==> config.mk <==
export PLATFORM = sky130hd
export DESIGN_NAME = mdu_iter
export DESIGN_NICKNAME = d
export VERILOG_FILES = /design/src/rtl/mdu_pkg.sv /design/src/rtl/mdu_iter.sv
export SDC_FILE = /design/constraint.sdc
export NUM_CORES = 1
export LEC_CHECK = 0
export ABC_AREA = 1
export BUFFER_PORTS_ARGS = -buffer_cell sky130_fd_sc_hd__clkbuf_2
export CORE_ASPECT_RATIO = 1.75
export CORE_MARGIN = 1.5
export CORE_UTILIZATION = 62
export CTS_CLUSTER_SIZE = 25
export DETAILED_ROUTE_END_ITERATION = 6
export PLACE_DENSITY = 0.82
export SLEW_MARGIN = 10
export SYNTH_ARGS = -nofsm -noshare
export SYNTH_HDL_FRONTEND = slang
export SYNTH_SLANG_ARGS = --single-unit
==> constraint.sdc <==
create_clock -name clk -period 7.4 [get_ports clk]
set_clock_uncertainty 0.2 [all_clocks]
set_input_delay 0.74 -clock clk [delete_from_list [all_inputs] [get_ports clk]]
set_output_delay 0.74 -clock clk [all_outputs]
set_load 0.005 [all_outputs]
==> src/rtl/mdu_pkg.sv <==
// Shared types and sizing for the iterative multiply/divide unit.
package mdu_pkg;

  typedef enum logic [2:0] {
    OP_MULT  = 3'b000,
    OP_MULTU = 3'b001,
    OP_DIV   = 3'b010,
    OP_DIVU  = 3'b011,
    OP_MTHI  = 3'b100,
    OP_MTLO  = 3'b101,
    OP_NOP6  = 3'b110,
    OP_NOP7  = 3'b111
  } mdu_op_t;

  typedef enum logic {
    IDLE = 1'b0,
    RUN  = 1'b1
  } mdu_state_t;

  function automatic int mdu_cnt_w(int w);
    return $clog2(w) + 1;
  endfunction

  localparam int MDU_WIDTH = 32;
  localparam int MDU_CNT_W = mdu_cnt_w(MDU_WIDTH);

endpackage

==> src/rtl/mdu_iter.sv <==
// Iterative MIPS multiply/divide unit: one shift-add or restoring-subtract
// step per cycle into HI/LO, plus MTHI/MTLO writes.
module mdu_iter
  import mdu_pkg::*;
#(
  parameter int WIDTH = MDU_WIDTH
) (
  input  logic             clk,
  input  logic             reset_n,
  input  logic             start,
  input  mdu_op_t          op,
  input  logic [WIDTH-1:0] a,
  input  logic [WIDTH-1:0] b,
  output logic             busy,
  output logic             done,
  output logic [WIDTH-1:0] hi,
  output logic [WIDTH-1:0] lo
);

  localparam int CW = mdu_cnt_w(WIDTH);

  mdu_state_t       state, state_n;
  mdu_op_t          op_r;
  logic [CW-1:0]    cnt;
  logic [WIDTH-1:0] acc, mq, opnd;
  logic             neg_q, neg_r, dv0;

  logic             arith, sgn, a_neg, b_neg, accept, last, is_div;
  logic [WIDTH-1:0] mag_a, mag_b;
  logic [WIDTH:0]   add_x, add_y;
  logic [WIDTH+1:0] sum;
  logic [WIDTH-1:0] acc_n, mq_n, q_s, r_s, res_hi, res_lo;
  logic [2*WIDTH-1:0] prod, prod_s;

  assign arith  = ~op[2];
  assign sgn    = ~op[0];
  assign a_neg  = sgn & a[WIDTH-1];
  assign b_neg  = sgn & b[WIDTH-1];
  assign mag_a  = a_neg ? -a : a;
  assign mag_b  = b_neg ? -b : b;
  assign accept = (state == IDLE) && start && arith;
  assign last   = (state == RUN) && (cnt == CW'(WIDTH - 1));
  assign is_div = op_r[1];
  assign busy   = (state == RUN);

  always_ff @(posedge clk or negedge reset_n)
    if (!reset_n) state <= IDLE;
    else          state <= state_n;

  always_comb begin
    state_n = state;
    case (state)
      IDLE: if (accept) state_n = RUN;
      RUN:  if (last)   state_n = IDLE;
      default: state_n = IDLE;
    endcase
  end

  // One adder serves both ops: multiply adds the multiplicand when the
  // multiplier LSB is set; divide subtracts the divisor from {rem, next bit}
  // and keeps the difference when no borrow comes out.
  always_comb begin
    add_x = is_div ? {acc, mq[WIDTH-1]} : {1'b0, acc};
    add_y = is_div ? ~{1'b0, opnd} : (mq[0] ? {1'b0, opnd} : '0);
    sum   = {1'b0, add_x} + {1'b0, add_y} + {{(WIDTH+1){1'b0}}, is_div};
    if (is_div) begin
      acc_n = sum[WIDTH+1] ? sum[WIDTH-1:0] : add_x[WIDTH-1:0];
      mq_n  = {mq[WIDTH-2:0], sum[WIDTH+1]};
    end else begin
      acc_n = sum[WIDTH:1];
      mq_n  = {sum[0], mq[WIDTH-1:1]};
    end
  end

  // Divide by zero leaves the dividend magnitude as the remainder, so the
  // usual remainder sign fix restores the original a.
  always_comb begin
    prod   = {acc_n, mq_n};
    prod_s = neg_q ? -prod : prod;
    q_s    = dv0 ? '1 : (neg_q ? -mq_n : mq_n);
    r_s    = neg_r ? -acc_n : acc_n;
    res_hi = is_div ? r_s : prod_s[2*WIDTH-1:WIDTH];
    res_lo = is_div ? q_s : prod_s[WIDTH-1:0];
  end

  always_ff @(posedge clk or negedge reset_n) begin
    if (!reset_n) begin
      hi    <= '0;
      lo    <= '0;
      done  <= 1'b0;
      cnt   <= '0;
      acc   <= '0;
      mq    <= '0;
      opnd  <= '0;
      op_r  <= OP_MULT;
      neg_q <= 1'b0;
      neg_r <= 1'b0;
      dv0   <= 1'b0;
    end else begin
      done <= 1'b0;
      if (state == IDLE) begin
        if (start && op == OP_MTHI) hi <= a;
        if (start && op == OP_MTLO) lo <= a;
        if (accept) begin
          acc   <= '0;
          mq    <= mag_a;
          opnd  <= mag_b;
          op_r  <= op;
          neg_q <= a_neg ^ b_neg;
          neg_r <= a_neg;
          dv0   <= (b == '0);
          cnt   <= '0;
        end
      end else begin
        acc <= acc_n;
        mq  <= mq_n;
        cnt <= cnt + CW'(1);
        if (last) begin
          hi   <= res_hi;
          lo   <= res_lo;
          done <= 1'b1;
        end
      end
    end
  end

endmodule

==> Word-level counts from Yosys, hierarchy flattened <==
Index checks and enable logic that the tools add are counted.
{ "word_totals": {"regBits": 173, "in_bits": 70, "out_inout_bits": 66, "word_cells": 74} }
{ "op_classes": {"add_sub_neg": 8, "n_eq_ne": 4, "n_mux": 31, "bitwise_logic": 7, "reduce_logical": 12} }
{ "op_table": {"columns": ["cell", "count"], "rows": [
  ["two-way mux 32 bit", 21],
  ["negator 32 bit", 4],
  ["two-way mux 33 bit", 2],
  ["two-way mux 64 bit", 1],
  ["negator 64 bit", 1],
  ["adder 33 x 33 -> 34 bit", 1],
  ["adder 34 x 1 -> 34 bit", 1],
  ["inverter 32 -> 33 bit", 1],
  ["zero test 32 bit", 1],
  ["two-way mux 6 bit", 2],
  ["adder 6 x 1 -> 6 bit, second input constant", 1],
  ["== test 3 bit, second input constant", 2],
  ["== test 6 x 5 -> 1 bit, second input constant", 1],
  ["AND reduction 2 bit", 3],
  ["nonzero test 2 bit", 3],
  ["logical AND 1 bit", 5],
  ["two-way mux 1 bit", 4],
  ["inverter 1 bit", 3],
  ["bitwise AND 1 bit", 2],
  ["inequality test 2 x 1 -> 1 bit, second input constant", 1],
  ["one-hot mux 1 bit (2 select lines)", 1],
  ["XOR 1 bit", 1]
]} }

==> Logic depth before layout (Yosys ltp) <==
{ "depth": {"word_depth": 11, "ltp_mapped": 42, "ltp_nobuf": 37} }

==> Worst setup path after synthesis <==
No wires, ideal clock.
{ "synth_timing": {"path_type": "reg-to-reg", "startpoint": "register op_r[1]", "endpoint": "register hi[4]", "setup_ns": 0.119, "arrival_ns": 4.987, "t_required_ns": 7.081, "slack_ns": 2.094, "path_stages_with_launch": 35, "path_cell_list": "dfrtp_1 > buf_6 > buf_6 > buf_2 > buf_2 > buf_1 > buf_2 > buf_1 > o21ai_0 > ha_1 > nand2_2 > inv_1 > nand2_1 > nand2_1 > nand2_1 > nand2_1 > a21oi_4 > nand2_4 > buf_8 > a21oi_4 > ha_1 > inv_1 > nor2_1 > nand3_1 > nor3_2 > nand3_1 > nor2_1 > nand4_1 > a21oi_4 > o21ai_1 > nand2_1 > xor2_1 > nor2_1 > o22ai_1 > inv_1"} }
{ "synth_between": {"elab_chain_cells": 10, "word_cells_on_any_way": 14, "cone_classes": "add/sub: 4; mux: 10"} }
{ "synth_lines": {"columns": ["item", "line", "rtl"], "rows": [
  ["start: declaration", "mdu_iter.sv:23", "mdu_op_t op_r;"],
  ["start signal: assignment", "mdu_iter.sv:108", "op_r <= op;"],
  ["two-way mux 33 bit, on equally long branches", "mdu_iter.sv:63, mdu_iter.sv:64", null],
  ["adder 33 x 33 -> 34 bit", "mdu_iter.sv:65", "sum = {1'b0, add_x} + {1'b0, add_y} + {{(WIDTH+1){1'b0}}, is_div};"],
  ["adder 34 x 1 -> 34 bit", "mdu_iter.sv:65", null],
  ["two-way mux 32 bit", "mdu_iter.sv:67", "acc_n = sum[WIDTH+1] ? sum[WIDTH-1:0] : add_x[WIDTH-1:0];"],
  ["two-way mux 32 bit", "mdu_iter.sv:66", "if (is_div) begin"],
  ["negator 64 bit or negator 32 bit (tied branches)", "mdu_iter.sv:79, mdu_iter.sv:81", null],
  ["two-way mux 64 bit or two-way mux 32 bit (tied branches)", "mdu_iter.sv:79, mdu_iter.sv:81", null],
  ["two-way mux 32 bit *", "mdu_iter.sv:82", "res_hi = is_div ? r_s : prod_s[2*WIDTH-1:WIDTH];"],
  ["two-way mux 32 bit *", "mdu_iter.sv:118", "if (last) begin"],
  ["two-way mux 32 bit *", "mdu_iter.sv:101", "if (state == IDLE) begin"],
  ["end signal: assignment", "mdu_iter.sv:119", "hi <= res_hi;"],
  ["end: declaration", "mdu_iter.sv:16", "output logic [WIDTH-1:0] hi,"]
]} }
Every way passes the cells marked *; elsewhere a longest branch is shown, timed or not. The select of a mux whose other input is x is not followed.
A chain may end at the register's enable or synchronous reset.

==> Worst setup path in the final report <==
{ "layout_timing": {"startpoint": "register op_r[1]", "endpoint": "register hi[24]"} }
The elaborated chain is that of the path after synthesis.

==> key figures <==
Status
  – Status: finished, violations left
  – Failing checks: DRC

Worst setup path
  – CP bufs+invs: 5
  – Req. time, crit path: 7.59 ns
  – CP max stage cell: inv_2
  – Max incr delay on CP: 0.78 ns
  – Crit Path Category: reg2reg
  – Setup crit end kind: flip-flop
  – Most used cell, CP: nand2_1
  – Cell count along the critical path: 27
  – Worst-case reg-to-reg path depth: 27
  – Critical path arrival: 6.57 ns
  – Worst-path fanout max: 68
  – CP delay by family, top: simple AND/OR/NAND/NOR gates
  – Worst Setup Start Kind: flip-flop

Synthesis
  – Average cell area after synthesis: 6.03 um2
  – Syn nets: 2679
  – Sequential-to-total area share from yosys stat: 27.8%
  – Ys flop type: dfrtp_1
  – Post-synth design cell area: 15500 um2
  – Yosys warnings: 0
  – Yosys cell types: 66
  – Yosys reg bits: 172
  – Async SR Flop Fraction: 100%
  – Post-synthesis cell count: 2570
  – EDFF count, synth: 0

Global route
  – Vias in the first global route: 17700
  – Global-route wire length before repair: 94100 um
  – Busiest grt layer: met2
  – Largest net degree at the start of global routing: 113
  – Total gr overflow: 0
  – Met3 Usage GRT: 12.2%
  – Initial antenna violation count: 0
  – Met2 usage: 78.0%
  – GRT Total Usage: 48.4%
  – Met1 global-route usage: 48.6%

Clock tree
  – Clk buf depth: 2
  – Worst-Skew Late Latency: 0.46 ns
  – H-tree depth: 4
  – CTS clock-pin slew for the worst setup and hold paths: 0.07 ns
  – Post-CTS Repair Setup Buffers: 0
  – CTS tree: done
  – Number of buffers created by CTS: 17
  – CTS Hold Bufs: 0
  – # resized after CTS: 0
  – Clk Tree Root Cell: clkbuf_16
  – Clock sinks: 172

Layout
  – Layout cell share with drive strength beyond 1: 9.87%
  – N_diodes: 0
  – Area grow syn2layout: 8.79%
  – # fillers: 2258
  – Nets: 2751
  – Non-filler cells, final: 2967

Timing
  – Final min period: 6.38 ns
  – Setup TNS: 0 ns
  – Max Slew Vio Count: 0
  – Tcrit/Tclk final: 86.2%
  – Final hold violation count: 0
  – Max Freq: 0.157 GHz
  – Slew @ Worst Pin: 1.10 ns
  – Slew margin rel.: 26.5%
  – Final setup vio count: 0
  – Unrepaired setup endpoints after global routing: no

Routing
  – DRC: 3
  – Detailed-route via count: 18200
  – Iter 0 DRT Violations: 1909
  – Vias/cell: 6.13
  – Antenna-violating nets left: 0
  – Total wire length: 60400 um
  – First drt pass iteration count: 7
  – WL per Instance: 20.3 um

Die
  – Die width: 123 um
  – Die Area: 26000 um2
  – # IOs: 136
  – Area of the core: 24600 um2
  – Row cnt: 76
  – Die Span Y: 212 um
  – Initial Utilization: 62.9%

Run
  – Max cap viols: 0

Placement
  – PortBufs: 135
  – Gp weighted congestion: 1.06
  – HPWL after DPL: 45500 um
  – Placed Instances: 2935

Worst hold path
  – HP Class: in2async
Yosys cell counts, types with 16 or more instances:
cell type | n | area, um2
nand2_1 | 705 | 2650
nor2_1 | 357 | 1340
inv_1 | 344 | 1290
nand3_1 | 225 | 1130
o21ai_0 | 215 | 1080
dfrtp_1 | 172 | 4300
a21oi_1 | 67 | 335
clkbuf_1 | 65 | 244
nor3_1 | 43 | 215
ha_1 | 37 | 463
o22ai_1 | 36 | 225
xnor2_1 | 26 | 228
xor2_1 | 21 | 184
nand4_1 | 20 | 125
buf_1 | 18 | 67.6
a31oi_1 | 16 | 100
o21ai_1 | 16 | 80.1
cell usage in the layout, fill, tap and decap left out, drive strengths merged, types with 9 or more instances in the layout:
cell type and count:
nand2 718, nor2 373, inv 363, o21ai 232, nand3 228, dfrtp 172
clkbuf 154, a21oi 75, nor3 45, ha 37, o22ai 36, xnor2 26
buf 23, xor2 21, nand4 20, a31oi 16, o211ai 15, or2 10
a2111oi 9
area by class of cell:
cell class	count	area, um2	share of cell area, %
multi-input combinational	1933	9390	55.7
sequential	172	4310	25.6
inverter	361	1360	8.04
tap	312	390	2.32
timing repair buffer	157	847	5.02
clock inverter	12	129	0.764
clock buffer	20	437	2.59
kinds of logic (layout without fill, tap and decap cells):
kind of cell / after synthesis / after routing / share of synthesized area, %
flops: 172 / 172 / 27.8
buf+inv: 465 / 550 / 11.7
xor+xnor: 47 / 47 / 2.66
simple gates: 1417 / 1417 / 38.5
compound gates: 429 / 429 / 16.1
mux: 1 / 1 / 0.0646
fa+ha+maj: 39 / 39 / 3.25
layer usage:
metal | share of wire [%] | vias up
li1 | - | 8443
met1 | 32 | 8209
met2 | 46 | 1117
met3 | 9.1 | 424
met4 | 13 | 0
met5 | 0 | -
through the flow:
step | utilization, % | instance area (um2) | hold slack (ns) | worst slack [ns]
after global routing | 68.5 | 16900 | 0.291 | 0.535
after floorplan | - | 15500 | 0.244 | 2.09
after global placement | 66.2 | 16300 | 0.281 | 1.35
final | 68.5 | 16900 | 0.194 | 1.02
after detailed placement | 66.2 | 16300 | 0.292 | 1.32
after CTS | 68.5 | 16900 | 0.261 | 1.29
final timing paths:
check	startpoint	slack (ns)	to
max	op_r[1]	1.02	hi[24]
min	reset_n	0.19	cnt[2]
max reg2reg	op_r[1]	1.02	hi[24]
min reg2reg	mq[31]	0.31	mq[31]
max in group asynchronous	reset_n	5.26	mq[14]
min in group clk	mq[31]	0.31	mq[31]
flip-flops by register name, summed over array words and instances (netlist names):
name   flops
op_r       1
done       1
cnt        6
opnd      32
busy       1
dv0        1
neg_r      1
hi        32
neg_q      1
mq        32
acc       32
lo        32
Power is left out: the tool's default activity adds up to more than one toggle a clock period on the data nets, which glitch-free logic cannot reach.
